**config.mk**
```make
export PLATFORM = sky130hd
export DESIGN_NAME = sram_port_arbiter
export DESIGN_NICKNAME = d
export VERILOG_FILES = /design/src/rtl/mmu_pkg.sv /design/src/rtl/rr_arbiter.sv /design/src/rtl/sram_port_arbiter.sv
export SDC_FILE = /design/constraint.sdc
export NUM_CORES = 1
export LEC_CHECK = 0
export ABC_AREA = 0
export CORE_MARGIN = 5
export CORE_UTILIZATION = 43
export CTS_CLUSTER_SIZE = 30
export DETAILED_ROUTE_END_ITERATION = 8
export GPL_ROUTABILITY_DRIVEN = 0
export GPL_TIMING_DRIVEN = 0
export PLACE_DENSITY = 0.95
export RECOVER_POWER = 100
export REMOVE_ABC_BUFFERS = 1
export SLEW_MARGIN = 40
export SYNTH_ARGS = -nofsm -noshare
export SYNTH_HDL_FRONTEND = slang
export SYNTH_SLANG_ARGS = --single-unit
```
**constraint.sdc**
```tcl
create_clock -name clk -period 7.66 [get_ports clk]
set_input_delay 0.766 -clock clk [delete_from_list [all_inputs] [get_ports clk]]
set_output_delay 0.766 -clock clk [all_outputs]
set_load 0.01 [all_outputs]
```
**src/rtl/mmu_pkg.sv**
```systemverilog
// rtl/mmu_pkg.sv - shared MMU/SRAM widths, burst length and arbiter state encoding
package mmu_pkg;

  localparam int DATA_BIT       = 8;
  localparam int LOGIC_ADDR_BIT = 3;
  localparam int FRAME_BIT      = 2;
  localparam int SRAM_PACK_BIT  = 3;
  localparam int BURST_LEN      = 1 << SRAM_PACK_BIT;
  localparam int PIPE_LAT       = 2;
  localparam int GAP_CYCLES     = 2;

  typedef enum logic [1:0] {
    IDLE = 2'd0,
    XFER = 2'd1,
    GAP  = 2'd2
  } mmu_state_e;

endpackage

```
**src/rtl/rr_arbiter.sv**
```systemverilog
// rtl/rr_arbiter.sv - combinational round-robin picker starting after the last winner
module rr_arbiter #(
  parameter int NUM_PORTS = 4,
  parameter int IDX_BIT   = $clog2(NUM_PORTS)
) (
  input  logic [NUM_PORTS-1:0] req,
  input  logic [IDX_BIT-1:0]   last,
  output logic [NUM_PORTS-1:0] gnt,
  output logic [IDX_BIT-1:0]   idx,
  output logic                 valid
);

  int               sum;
  logic [IDX_BIT-1:0] pos;

  // Walk ports last+1, last+2, ... (wrapping) and take the first requester.
  always_comb begin
    gnt   = '0;
    idx   = '0;
    valid = 1'b0;
    sum   = 0;
    pos   = '0;
    for (int k = 1; k <= NUM_PORTS; k++) begin
      sum = int'(last) + k;
      if (sum >= NUM_PORTS) begin
        sum = sum - NUM_PORTS;
      end
      pos = IDX_BIT'(sum);
      if (!valid && req[pos]) begin
        valid    = 1'b1;
        idx      = pos;
        gnt[pos] = 1'b1;
      end
    end
  end

endmodule

```
**src/rtl/sram_port_arbiter.sv**
```systemverilog
// rtl/sram_port_arbiter.sv - round-robin block-transaction scheduler for the shared packet SRAM
module sram_port_arbiter #(
  parameter int NUM_PORTS      = 4,
  parameter int DATA_BIT       = mmu_pkg::DATA_BIT,
  parameter int LOGIC_ADDR_BIT = mmu_pkg::LOGIC_ADDR_BIT,
  parameter int FRAME_BIT      = mmu_pkg::FRAME_BIT,
  parameter int BURST_LEN      = mmu_pkg::BURST_LEN,
  parameter int PIPE_LAT       = mmu_pkg::PIPE_LAT,
  parameter int GAP_CYCLES     = mmu_pkg::GAP_CYCLES
) (
  input  logic                              clk,
  input  logic                              rst_n,
  input  logic [NUM_PORTS-1:0]              req,
  input  logic [NUM_PORTS-1:0]              req_rw,
  input  logic [NUM_PORTS*LOGIC_ADDR_BIT-1:0] req_addr,
  input  logic [NUM_PORTS*FRAME_BIT-1:0]    req_frame,
  input  logic [NUM_PORTS*DATA_BIT-1:0]     req_wdata,
  output logic [NUM_PORTS-1:0]              gnt,
  output logic                              wr_beat,
  output logic                              rd_valid,
  output logic [DATA_BIT-1:0]               rd_data,
  output logic                              done,
  output logic                              busy,
  output logic                              mmu_start,
  output logic                              mmu_rw_ena,
  output logic [LOGIC_ADDR_BIT-1:0]         mmu_addr,
  output logic [FRAME_BIT-1:0]              mmu_frame,
  output logic [DATA_BIT-1:0]               mmu_wdata,
  input  logic [DATA_BIT-1:0]               mmu_rdata
);

  import mmu_pkg::*;

  localparam int XFER_LEN = BURST_LEN + PIPE_LAT;
  localparam int CNT_BIT  = $clog2(XFER_LEN + 1);
  localparam int GAP_BIT  = $clog2(GAP_CYCLES + 1);
  localparam int IDX_BIT  = $clog2(NUM_PORTS);

  localparam logic [CNT_BIT-1:0] CNT_LAST   = CNT_BIT'(XFER_LEN - 1);
  localparam logic [CNT_BIT-1:0] CNT_WR_END = CNT_BIT'(BURST_LEN);
  localparam logic [CNT_BIT-1:0] CNT_RD_BEG = CNT_BIT'(PIPE_LAT);
  localparam logic [CNT_BIT-1:0] CNT_RD_END = CNT_BIT'(PIPE_LAT + BURST_LEN);
  localparam logic [GAP_BIT-1:0] GAP_LAST   = GAP_BIT'(GAP_CYCLES - 1);

  mmu_state_e                state_q, state_d;
  logic [CNT_BIT-1:0]        cnt_q, cnt_d;
  logic [GAP_BIT-1:0]        gap_q, gap_d;
  logic [IDX_BIT-1:0]        last_q, last_d;
  logic [IDX_BIT-1:0]        idx_q, idx_d;
  logic [NUM_PORTS-1:0]      gsel_q, gsel_d;
  logic                      rw_q, rw_d;
  logic [LOGIC_ADDR_BIT-1:0] addr_q, addr_d;
  logic [FRAME_BIT-1:0]      frame_q, frame_d;

  logic [NUM_PORTS-1:0]      pick_gnt;
  logic [IDX_BIT-1:0]        pick_idx;
  logic                      pick_valid;

  logic                      sel_rw;
  logic [LOGIC_ADDR_BIT-1:0] sel_addr;
  logic [FRAME_BIT-1:0]      sel_frame;
  logic [DATA_BIT-1:0]       wdata_sel;
  logic                      in_xfer;

  rr_arbiter #(
    .NUM_PORTS (NUM_PORTS),
    .IDX_BIT   (IDX_BIT)
  ) u_rr (
    .req   (req),
    .last  (last_q),
    .gnt   (pick_gnt),
    .idx   (pick_idx),
    .valid (pick_valid)
  );

  // Select the arbitration winner's request fields for latching.
  always_comb begin
    sel_rw    = 1'b0;
    sel_addr  = '0;
    sel_frame = '0;
    for (int i = 0; i < NUM_PORTS; i++) begin
      if (pick_idx == IDX_BIT'(i)) begin
        sel_rw    = req_rw[i];
        sel_addr  = req_addr[i*LOGIC_ADDR_BIT +: LOGIC_ADDR_BIT];
        sel_frame = req_frame[i*FRAME_BIT +: FRAME_BIT];
      end
    end
  end

  // Select the granted writer's current data word.
  always_comb begin
    wdata_sel = '0;
    for (int i = 0; i < NUM_PORTS; i++) begin
      if (idx_q == IDX_BIT'(i)) begin
        wdata_sel = req_wdata[i*DATA_BIT +: DATA_BIT];
      end
    end
  end

  // State, counters and latched transaction fields.
  always_ff @(posedge clk or negedge rst_n) begin
    if (!rst_n) begin
      state_q <= IDLE;
      cnt_q   <= '0;
      gap_q   <= '0;
      last_q  <= IDX_BIT'(NUM_PORTS - 1);
      idx_q   <= '0;
      gsel_q  <= '0;
      rw_q    <= 1'b0;
      addr_q  <= '0;
      frame_q <= '0;
    end else begin
      state_q <= state_d;
      cnt_q   <= cnt_d;
      gap_q   <= gap_d;
      last_q  <= last_d;
      idx_q   <= idx_d;
      gsel_q  <= gsel_d;
      rw_q    <= rw_d;
      addr_q  <= addr_d;
      frame_q <= frame_d;
    end
  end

  // Next state: arbitrate only in IDLE, run the burst, then a fixed idle gap.
  always_comb begin
    state_d = state_q;
    cnt_d   = cnt_q;
    gap_d   = gap_q;
    last_d  = last_q;
    idx_d   = idx_q;
    gsel_d  = gsel_q;
    rw_d    = rw_q;
    addr_d  = addr_q;
    frame_d = frame_q;
    case (state_q)
      IDLE: begin
        cnt_d = '0;
        gap_d = '0;
        if (pick_valid) begin
          state_d = XFER;
          idx_d   = pick_idx;
          gsel_d  = pick_gnt;
          last_d  = pick_idx;
          rw_d    = sel_rw;
          addr_d  = sel_addr;
          frame_d = sel_frame;
        end
      end
      XFER: begin
        if (cnt_q == CNT_LAST) begin
          state_d = GAP;
          cnt_d   = '0;
          gap_d   = '0;
        end else begin
          cnt_d = cnt_q + 1'b1;
        end
      end
      GAP: begin
        if (gap_q == GAP_LAST) begin
          state_d = IDLE;
          gap_d   = '0;
        end else begin
          gap_d = gap_q + 1'b1;
        end
      end
      default: begin
        state_d = IDLE;
        cnt_d   = '0;
        gap_d   = '0;
      end
    endcase
  end

  // Outputs decoded from state, beat counter and latched fields only.
  always_comb begin
    in_xfer    = (state_q == XFER);
    busy       = (state_q != IDLE);
    gnt        = in_xfer ? gsel_q : '0;
    mmu_start  = in_xfer;
    mmu_rw_ena = in_xfer & rw_q;
    mmu_addr   = in_xfer ? addr_q : '0;
    mmu_frame  = in_xfer ? frame_q : '0;
    wr_beat    = in_xfer & ~rw_q & (cnt_q < CNT_WR_END);
    rd_valid   = in_xfer & rw_q & (cnt_q >= CNT_RD_BEG) & (cnt_q < CNT_RD_END);
    done       = in_xfer & (cnt_q == CNT_LAST);
    mmu_wdata  = wr_beat ? wdata_sel : '0;
    rd_data    = rd_valid ? mmu_rdata : '0;
  end

endmodule

```
Word level (Yosys, flattened, before mapping) --
Index checks and enable logic that the tools add are counted.
Word-level totals: bits in registers 22, word-level logic and storage cells 135, bits of input ports 70
Operators by class: bitwise gates (word level) 10, reduce and logical (&&, ||, !) cells 16, mux-type cells 62, $add $sub $neg 10, equal/unequal tests 13, order comparisons 15
Operator list (count):
- 8-bit two-way mux | 6
- 2-bit two-way mux | 18
- 4-bit two-way mux | 6
- 1-bit two-way mux | 16
- 3-bit two-way mux | 5
- 2-bit by 3-bit < comparator with 1-bit output, second input constant | 4
- 4-bit bitwise OR | 3
- 2-bit equality test, second input constant | 5
- 3-bit greater-or-equal comparator, second input constant | 3
- 1-bit binary-select mux with 2-bit select | 4
- 1-bit demux with 2-bit select | 4
- 2-bit by 1-bit equality test with 1-bit output, second input constant | 4
- 2-bit by 1-bit greater-or-equal comparator with 1-bit output, second input constant | 4
- 4-bit < comparator, second input constant | 2
- 4-bit case mux with 2 select lines | 1
- 2-bit by 1-bit subtractor with 2-bit output, second input constant | 4
- 1-bit logical AND | 7
- 2-bit by 2-bit adder with 3-bit output, second input constant | 2
- 1-bit bitwise AND | 6
- 2-bit logical NOT | 3
- 2-bit case mux with 3 select lines | 1
- 2-bit by 3-bit adder with 4-bit output, second input constant | 1
- 4-bit by 1-bit adder with 4-bit output, second input constant | 1
- 4-bit equality test, second input constant | 1
- other kinds (12) | 15

Logic depth before layout (Yosys ltp) --
Gate-level depths: netlist (run 1).
word-level depth 20, gate-level depth with buffers 11, depth with buffers taken out 8

Modules after synthesis --
Synthesis (run 1) repeated with hierarchy kept, for this count alone.
Unflattened totals: cell total of the unflattened synthesis 220, area, all modules 2030.7 um^2
Modules (own cells, without submodules):
- sram_port_arbiter | cells an instance 152, sequential area each 553.0 um^2, instances 1, area each 1505.2 um^2
- rr_arbiter | cells an instance 68, sequential area each 0.0 um^2, instances 1, area each 525.5 um^2

Worst setup path after synthesis (run 1) --
OpenSTA, ideal clock, no wires.
kind flip-flop to flip-flop, start point register last_q[0], end point register addr_q[0], stages on the path, launching flop included 11, data arrival time 2.601 ns, path slack 4.920 ns, buffers on the path 3, path through dfstp_2 -> buf_6 -> inv_1 -> ha_1 -> clkbuf_2 -> mux4_2 -> nor4_4 -> o31ai_4 -> buf_8 -> mux2i_1 -> o221ai_1
On the way: longest elaborated chain between the ends 20
RTL lines:
- start, declared | line sram_port_arbiter.sv:48 | logic [IDX_BIT-1:0] last_q, last_d;
- start signal, assigned | line sram_port_arbiter.sv:106 | last_q <= IDX_BIT'(NUM_PORTS - 1);
- start signal, assigned | line sram_port_arbiter.sv:116 | last_q <= last_d;
- 2-bit by 1-bit adder with 3-bit output | line rr_arbiter.sv:24 | sum = int'(last) + k;
- 3-bit greater-or-equal comparator or 2-bit by 1-bit subtractor with 2-bit output (tied branches) | line rr_arbiter.sv:25, rr_arbiter.sv:26
- 2-bit two-way mux | line rr_arbiter.sv:25 | if (sum >= NUM_PORTS) begin
- 1-bit binary-select mux with 2-bit select | line rr_arbiter.sv:29 | if (!valid && req[pos]) begin
- 1-bit two-way mux (implied by the code) | line rr_arbiter.sv:29
- 1-bit two-way mux | line rr_arbiter.sv:29
- 1-bit logical NOT | line rr_arbiter.sv:29
- 1-bit logical AND | line rr_arbiter.sv:29
- 1-bit two-way mux | line rr_arbiter.sv:29
- 1-bit logical NOT | line rr_arbiter.sv:29
- 1-bit logical AND | line rr_arbiter.sv:29
- 1-bit two-way mux | line rr_arbiter.sv:29
- 1-bit logical NOT | line rr_arbiter.sv:29
- 1-bit logical AND | line rr_arbiter.sv:29
- 2-bit two-way mux | line rr_arbiter.sv:29
- 2-bit logical NOT | line sram_port_arbiter.sv:82 | if (pick_idx == IDX_BIT'(i)) begin
- 3-bit two-way mux (4 in series) | line sram_port_arbiter.sv:82
- end signal, assigned | line sram_port_arbiter.sv:120 | addr_q <= addr_d;
- end, declared | line sram_port_arbiter.sv:52 | logic [LOGIC_ADDR_BIT-1:0] addr_q, addr_d;
Parallel ways exist; a longest one is shown, timed or not. The select of a mux whose other input is x is not followed. A chain may end at the register's enable or synchronous reset.

Worst setup path in the final report (run 1) --
start point register last_q[0], end point register frame_q[0]
On the way: longest elaborated chain between the ends 20
RTL lines:
- 2-bit by 1-bit adder with 3-bit output | line rr_arbiter.sv:24
- 3-bit greater-or-equal comparator or 2-bit by 1-bit subtractor with 2-bit output (tied branches) | line rr_arbiter.sv:25, rr_arbiter.sv:26
- 2-bit two-way mux | line rr_arbiter.sv:25
- 1-bit binary-select mux with 2-bit select | line rr_arbiter.sv:29
- 1-bit two-way mux (implied by the code) | line rr_arbiter.sv:29
- 1-bit two-way mux | line rr_arbiter.sv:29
- 1-bit logical NOT | line rr_arbiter.sv:29
- 1-bit logical AND | line rr_arbiter.sv:29
- 1-bit two-way mux | line rr_arbiter.sv:29
- 1-bit logical NOT | line rr_arbiter.sv:29
- 1-bit logical AND | line rr_arbiter.sv:29
- 1-bit two-way mux | line rr_arbiter.sv:29
- 1-bit logical NOT | line rr_arbiter.sv:29
- 1-bit logical AND | line rr_arbiter.sv:29
- 2-bit two-way mux | line rr_arbiter.sv:29
- 2-bit logical NOT | line sram_port_arbiter.sv:82
- 2-bit two-way mux (4 in series) | line sram_port_arbiter.sv:82
- end signal, assigned | line sram_port_arbiter.sv:121 | frame_q <= frame_d;
- end, declared | line sram_port_arbiter.sv:53 | logic [FRAME_BIT-1:0] frame_q, frame_d;
Parallel ways exist; a longest one is shown, timed or not. The select of a mux whose other input is x is not followed.

==> metrics.md, run 1 <==
| Metric | Value |
|---|---|
| Cell with the most instances after synthesis | dfrtp_1 |
| WP data required | 7.77 ns |
| Vias per cell | 5.66 |
| Vias | 1909 |
| PD cells | 359 mW/mm^2 |
| Antenna violations before repair | 0 |
| FP Rows | 24 |
| Met3 usage | 3.66% |
| Dpl hpwl | 4.88 mm |
| Worst clock skew | 0.00665 ns |
| Fin nets | 364 |
| RSZ-0062 raised after global routing | false |
| # hold bufs at CTS | 0 |
| Hold Path Sink | addr_q[2]$_DFFE_PN0P_ |
| H-tree depth | 1 |
| Flip-flop and latch count after synthesis | 22 |
| Peak VDD IR | 0.170 mV |
| Global route overflow | 0 |
| Primary FF master, synth | dfrtp_1 |
| Final Hold Fails | 0 |
| R2R depth | 8 |
| # IOs | 101 |
| ANT nets after route | 0 |
| Fmax | 247 MHz |
| CTS sink cnt | 22 |
| Synth warnings | 0 |
| Post-route minimum period | 4.05 ns |
| Worst Setup End Kind | register |
| DIE AREA | 0.00583 mm^2 |
| Router iterations before antenna repair | 4 |
| Post-synthesis simple-gate area fraction | 22.5% |
| Critical path class | register to register |
| Setup bufs post-CTS | 0 |
| Longest Clk Path Bufs | 2 |
| Root buf cell | clkbuf_8 |
| First-pass GRT wire length | 9.49 mm |
| Place WS | 4.19 ns |
| Tcrit/Tclk final | 52.9% |
| Die Ht | 76.4 um |
| Netlist cell types | 44 |
| Drt wl/cell | 17.3 um |
| Mux cell area share after synthesis | 20.9% |
| CP Launch Type | register |
| DRC | 0 |
| Leakage | 1.27 nW |
| GRT met1 Usage | 22.9% |
| Largest net degree at the start of global routing | 23 |
| Fin Setup TNS | 0 ns |
| Starting density of the core | 43.8% |
| Number of flops mapped to enable cells by yosys | 0 |
| Critical Path AT | 4.17 ns |
| Worst R2R Start | last_q[0]$_DFFE_PN1P_ |
| Clock latency at the later pin of the worst-skew pair | 0.26 ns |
| Largest family of logic cells by synthesized area | simple AND/OR/NAND/NOR gates |
| Clock transition at path regs | 0.07 ns |
| Synth Area in Compound Gates | 16.6% |
| Iteration-0 DRC Markers | 103 |
| Post-Route WL | 5.85 mm |
| Layout cell share with drive strength beyond 1 | 5.96% |
| Syn Std Cell Area | 0.00189 mm^2 |
| Min-delay worst type | register to register |
| Core occupancy in the finished layout | 67.1% |
| N_diodes | 0 |
| Top cell type's share of synthesized area | 26.4% |
| Max-cap violations | 0 |
| Core area | 0.00432 mm^2 |
| Largest cells by area after synthesis | dfrtp_1, mux4_2, mux2i_1 |
| Tot GR Track Use | 19.6% |
| CP Max Fanout | 15 |
| Synth async-reset ratio | 100% |
| Seq/Total Area, Yosys | 29.2% |
| GRT met2 Usage | 37.2% |
| Worst Max-Slew Pin Slew | 1.14 ns |
| Area delta synth->final | 53.2% |
| Synth top cells by count | dfrtp_1, mux2i_1, nand2_1 |
| Synth area leader | dfrtp_1 |
| Avg Inst Size Synth | 9.87 um^2 |
| CTS tree | built |
| Post-Synth XOR/XNOR Area | 0.925% |
| Reg2reg setup slack | 3.61 ns |
| Final max-slew violation count | 0 |
| Outcome | completed |
| CTS resizes | 0 |
| Worst hold path cell count | 2 |
| Worst r2r dst | frame_q[0]$_DFFE_PN0P_ |
| TritonCTS Buffers | 3 |
| Max-slew headroom | 24.0% |
| Gate Count Post-Synth | 192 |
| Setup-failing EPs final | 0 |
| Final WS setup | 3.61 ns |
| PortBufs | 100 |
| Chip Width | 76.4 um |
| Fraction of the mapped netlist area in adder cells | 5.28% |
| Top Usage Layer GRT | met2 |
| HP Start | addr_q[2]$_DFFE_PN0P_ |
| Vias in the first global route | 1875 |
[sequential cells by signal, summed over array words and instances, names as in the netlist]
| register | count |
|---|---|
| last_q | 2 |
| rw_q | 1 |
| frame_q | 2 |
| cnt_q | 4 |
| idx_q | 2 |
| addr_q | 3 |
| gsel_q | 4 |
| state_q | 2 |
| gap_q | 2 |
[cells by family (layout without fill, tap and decap cells)]
family / after synthesis / in the layout
XOR/XNOR: 2 / 2
adder cells (fa/ha/maj): 8 / 8
AND/OR/NAND/NOR: 76 / 76
buffers and inverters: 18 / 111
multiplexers: 28 / 28
AO/OA/AOI/OAI: 38 / 38
flip-flops: 22 / 22
[report_power, final]
group	leakage, nW	total [mW]	switching (mW)	internal [mW]
logic	0.977	0.724	0.346	0.378
clock network	0.0228	0.0719	0.0348	0.0370
registers	0.266	0.245	0.0733	0.172
[cell type report]
type / count / area (um^2)
clock buffers: 4 / 45.0
multi-input cells: 152 / 1220
inverters: 6 / 22.5
fillers: 344 / 1420
flip-flops and latches: 22 / 553
well taps: 52 / 65.1
repair buffers: 101 / 998
[critical path: stages (launching register included)]
cell      delay (ns)
dfstp_1         0.89
inv_1           0.28
ha_1            0.49
mux4_2          0.34
nor4_1          0.08
o31ai_1         0.79
clkbuf_1        0.58
mux2i_1         0.29
o221ai_1        0.16
[worst max-delay path by stage]
| stage | from | end | slack [ns] |
|---|---|---|---|
| 6_report | last_q[0]$_DFFE_PN1P_ | frame_q[0]$_DFFE_PN0P_ | 3.61 |
| 5_1_grt | last_q[0]$_DFFE_PN1P_ | rw_q$_DFFE_PN0P_ | 3.24 |
| 3_5_place_dp | req[0] | frame_q[0]$_DFFE_PN0P_ | 4.19 |
| 3_3_place_gp | req[0] | addr_q[0]$_DFFE_PN0P_ | 4.28 |
| 2_1_floorplan | last_q[0]$_DFFE_PN1P_ | addr_q[0]$_DFFE_PN0P_ | 4.84 |
| 4_1_cts | last_q[0]$_DFFE_PN1P_ | frame_q[0]$_DFFE_PN0P_ | 4.32 |
[cell usage in the layout, fill, tap and decap left out, types with 3 or more instances in the layout]
cell type / count
clkbuf_1: 3
o221ai_1: 6
nor2b_1: 12
a222oi_1: 4
dfrtp_1: 20
mux4_2: 9
mux2i_1: 18
or3_1: 3
a31oi_1: 4
nand2_1: 18
ha_1: 8
o22ai_1: 3
and2_0: 4
o21ai_0: 7
clkdlybuf4s50_1: 72
and3_1: 8
nor2_1: 11
o21a_1: 3
and2_1: 7
dlygate4sd3_1: 27
inv_1: 6
clkbuf_8: 3
[through the flow]
step / std cells / hold WS, ns / power (mW) / cell area (um^2)
after floorplan: 180 / 0.448 / 0.711 / 1830
after global placement: 332 / 0.461 / 0.997 / 2900
after detailed placement: 332 / 0.477 / 1.03 / 2890
after CTS: 336 / 0.473 / 1.10 / 2940
after global routing: 337 / 0.511 / 1.12 / 2900
final: 337 / 0.490 / 1.04 / 2900
[layer usage]
metal,wire [um],vias to the layer above
met4,46,0
met5,0,-
met2,3090,88
met3,349,6
li1,-,900
met1,2360,915
Power figures use the tool's default switching activity.
==> inputs of run 2 (changes only) <==
--- a/config.mk
+++ b/config.mk
@@ -7,12 +7,12 @@
 export LEC_CHECK = 0
 export ABC_AREA = 0
 export CORE_MARGIN = 5
-export CORE_UTILIZATION = 43
+export CORE_UTILIZATION = 40
 export CTS_CLUSTER_SIZE = 30
 export DETAILED_ROUTE_END_ITERATION = 8
 export GPL_ROUTABILITY_DRIVEN = 0
 export GPL_TIMING_DRIVEN = 0
-export PLACE_DENSITY = 0.95
+export PLACE_DENSITY = 0.92
 export RECOVER_POWER = 100
 export REMOVE_ABC_BUFFERS = 1
 export SLEW_MARGIN = 40
==> constraint.sdc (replaced) <==
create_clock -name clk -period 4.16 [get_ports clk]
set_input_delay 0.416 -clock clk [delete_from_list [all_inputs] [get_ports clk]]
set_output_delay 0.416 -clock clk [all_outputs]
set_load 0.01 [all_outputs]
==> run 2 against run 1 <==
Compared with the run above: clock power grew to 2.7 times the previous value; sequential share of layout area is 0.43 points lower; register-to-register slack worse by 2.9 ns; clock-buffer cell count is 1 lower; first-iteration DRC count stayed put; core utilization is 3.4 points lower.
==> metrics.md, run 2 (synthesis gave the netlist of run 1 again) <==
| Metric | Value |
|---|---|
| Fmax | 291 MHz (+18%) |
| N_diodes | 0 (unchanged) |
| Comb pwr share | 68.2% (-1.4 points) |
| Most frequent cells in the layout | clkdlybuf4s50_1, dlygate4sd3_1, dfrtp_1 |
| Psw | 855 uW (+88%) |
| Critical Path AT | 3.57 ns (-0.60 ns) |
| PD cells | 681 mW/mm^2 (+90%) |
| Vias in the first global route | 1798 (-4.1%) |
| Core area | 0.00466 mm^2 (+7.8%) |
| Setup bufs post-CTS | 0 (unchanged) |
| Antenna violations before repair | 0 (unchanged) |
| R2R depth | 8 (unchanged) |
| Leakage | 1.28 nW (+1.4%) |
| Max-cap violations | 0 (unchanged) |
| CTS resizes | 0 (unchanged) |
| Tcrit/Tclk final | 82.7% (+30 points) |
| First-pass GRT wire length | 8.89 mm (-6.3%) |
| WHS | 0.365 ns (-0.125 ns) |
| ANT nets after route | 0 (unchanged) |
| Tot GR Track Use | 17.7% (-1.9 points) |
| Multi-input gate area in the final layout | 0.00125 mm^2 (+2.9%) |
| PortBufs | 100 (unchanged) |
| Iteration-0 DRC Markers | 103 (unchanged) |
| Clock group share of total power | 9.7% (+2.8 points) |
| # IOs | 101 (unchanged) |
| Post-Route WL | 5.61 mm (-4.0%) |
| Root buf cell | clkbuf_8 |
| Register area | 553 um^2 (unchanged) |
| TritonCTS Buffers | 3 (unchanged) |
| Int Pwr | 1.17 mW (+99%) |
| Largest regs | cnt_q (4), gsel_q (4), addr_q (3) |
| Core occupancy in the finished layout | 63.7% (-3.4 points) |
| H-tree depth | 1 (unchanged) |
| Outcome | completed |
| Vias | 1868 (-2.1%) |
| DRC | 0 (unchanged) |
| Min-delay worst type | input pin to asynchronous set/reset pin |
| Layout cell share with drive strength beyond 1 | 7.72% (+1.8 points) |
| # hold bufs at CTS | 0 (unchanged) |
| DIE AREA | 0.00621 mm^2 (+6.5%) |
| CP Launch Type | register |
| Setup-failing EPs final | 0 (unchanged) |
| Final Hold Fails | 0 (unchanged) |
| Sw frac | 42.3% (-1.3 points) |
| Peak VDD IR | 0.382 mV (+120%) |
| Max-slew headroom | 22.2% (-1.9 points) |
| Vias per cell | 5.51 (-2.7%) |
| Clock transition at path regs | 0.08 ns (about the same) |
| Drt wl/cell | 16.5 um (-4.6%) |
| Fin Setup TNS | 0 ns (unchanged) |
| Critical path class | register to register |
| Dpl hpwl | 4.58 mm (-6.1%) |
| Die Ht | 78.8 um (+3.2%) |
| Area delta synth->final | 56.8% |
| Longest Clk Path Bufs | 2 (unchanged) |
| Worst Setup End Kind | register |
| FP Rows | 25 (+4.2%) |
| CTS tree | built |
| Filler cell count | 399 (+16%) |
| Fin nets | 364 (unchanged) |
| RSZ-0062 raised after global routing | false |
| Largest net degree at the start of global routing | 23 (unchanged) |
| Worst clock skew | 0.00718 ns (+0.000533 ns) |
| CP Max Fanout | 15 (unchanged) |
| Global route overflow | 0 (unchanged) |
| Worst Max-Slew Pin Slew | 1.17 ns (+0.0280 ns) |
| Final max-slew violation count | 0 (unchanged) |
| Reg power frac | 22.1% (-1.4 points) |
| Commonest non-fill, non-tap cell in the layout | clkdlybuf4s50_1 |
| WP data required | 4.29 ns (-3.48 ns) |
| Post-route minimum period | 3.44 ns (-0.612 ns) |
| Starting density of the core | 40.6% (-3.2 points) |
| CTS sink cnt | 22 (unchanged) |
| Clock latency at the later pin of the worst-skew pair | 0.26 ns (about the same) |
| Router iterations before antenna repair | 5 (+1) |
| Chip Width | 78.8 um (+3.2%) |
run 2: cell types whose count changed in the layout (fill, tap and decap cells not counted), sizes merged:
cell           previous run  this run
dlygate4sd3              27        25
clkbuf                    6         4
clkdlybuf4s50            72        74
bufinv                    0         1
buf                       0         1
run 2: final timing paths:
kind,startpoint,end,slack (ns)
max,last_q[0]$_DFFE_PN1P_,frame_q[1]$_DFFE_PN0P_,0.72
min,rst_n,idx_q[0]$_DFFE_PN0P_,0.36
max reg2reg,last_q[0]$_DFFE_PN1P_,frame_q[1]$_DFFE_PN0P_,0.72
min reg2reg,frame_q[0]$_DFFE_PN0P_,frame_q[0]$_DFFE_PN0P_,0.49
max in group asynchronous,rst_n,state_q[0]$_DFFE_PN0P_,3.10
min in group clk,frame_q[0]$_DFFE_PN0P_,frame_q[0]$_DFFE_PN0P_,0.49
run 2: final cells by class:
class | count | share of cell area, %
sequential | 22 | 18.6
inverter | 6 | 0.758
multi-input combinational | 152 | 42.2
timing repair buffer | 101 | 33.7
clock buffer | 3 | 1.39
tap | 54 | 2.27
clock inverter | 1 | 1.01
run 2: routing by layer:
layer | up-vias | share of wire, % | global-route usage, % | wire length [um]
li1 | 898 | - | - | -
met1 | 888 | 39 | 20.0 | 2170
met2 | 74 | 52 | 33.8 | 2900
met3 | 8 | 8.0 | 3.06 | 447
met4 | 0 | 1.8 | 5.50 | 101
met5 | - | 0 | 0 | 0
run 2: power by group through the flow:
stage	combinational (mW)	sequential [mW]	clock [mW]
2_1_floorplan	0.891	0.417	0
3_3_place_gp	1.39	0.448	0
3_5_place_dp	1.43	0.454	0
4_1_cts	1.44	0.451	0.198
5_1_grt	1.51	0.473	0.208
6_report	1.38	0.447	0.197
run 2: worst max-delay path, stage by stage (launching register included):
cell	delay (ns)
dfstp_1	0.91
inv_1	0.31
ha_1	0.54
mux4_2	0.47
nor4_4	0.34
o31ai_4	0.14
buf_4	0.24
mux2i_1	0.20
o221ai_1	0.15
run 2: stage by stage:
step | area, um^2 | cells | total power [mW] | worst slack, ns
2_1_floorplan | 1830 | 180 | 1.31 | 1.34
3_3_place_gp | 2900 | 334 | 1.84 | 0.997
3_5_place_dp | 2890 | 334 | 1.89 | 0.881
4_1_cts | 2960 | 338 | 2.09 | 0.823
5_1_grt | 2970 | 339 | 2.19 | 0.501
6_report | 2970 | 339 | 2.02 | 0.718
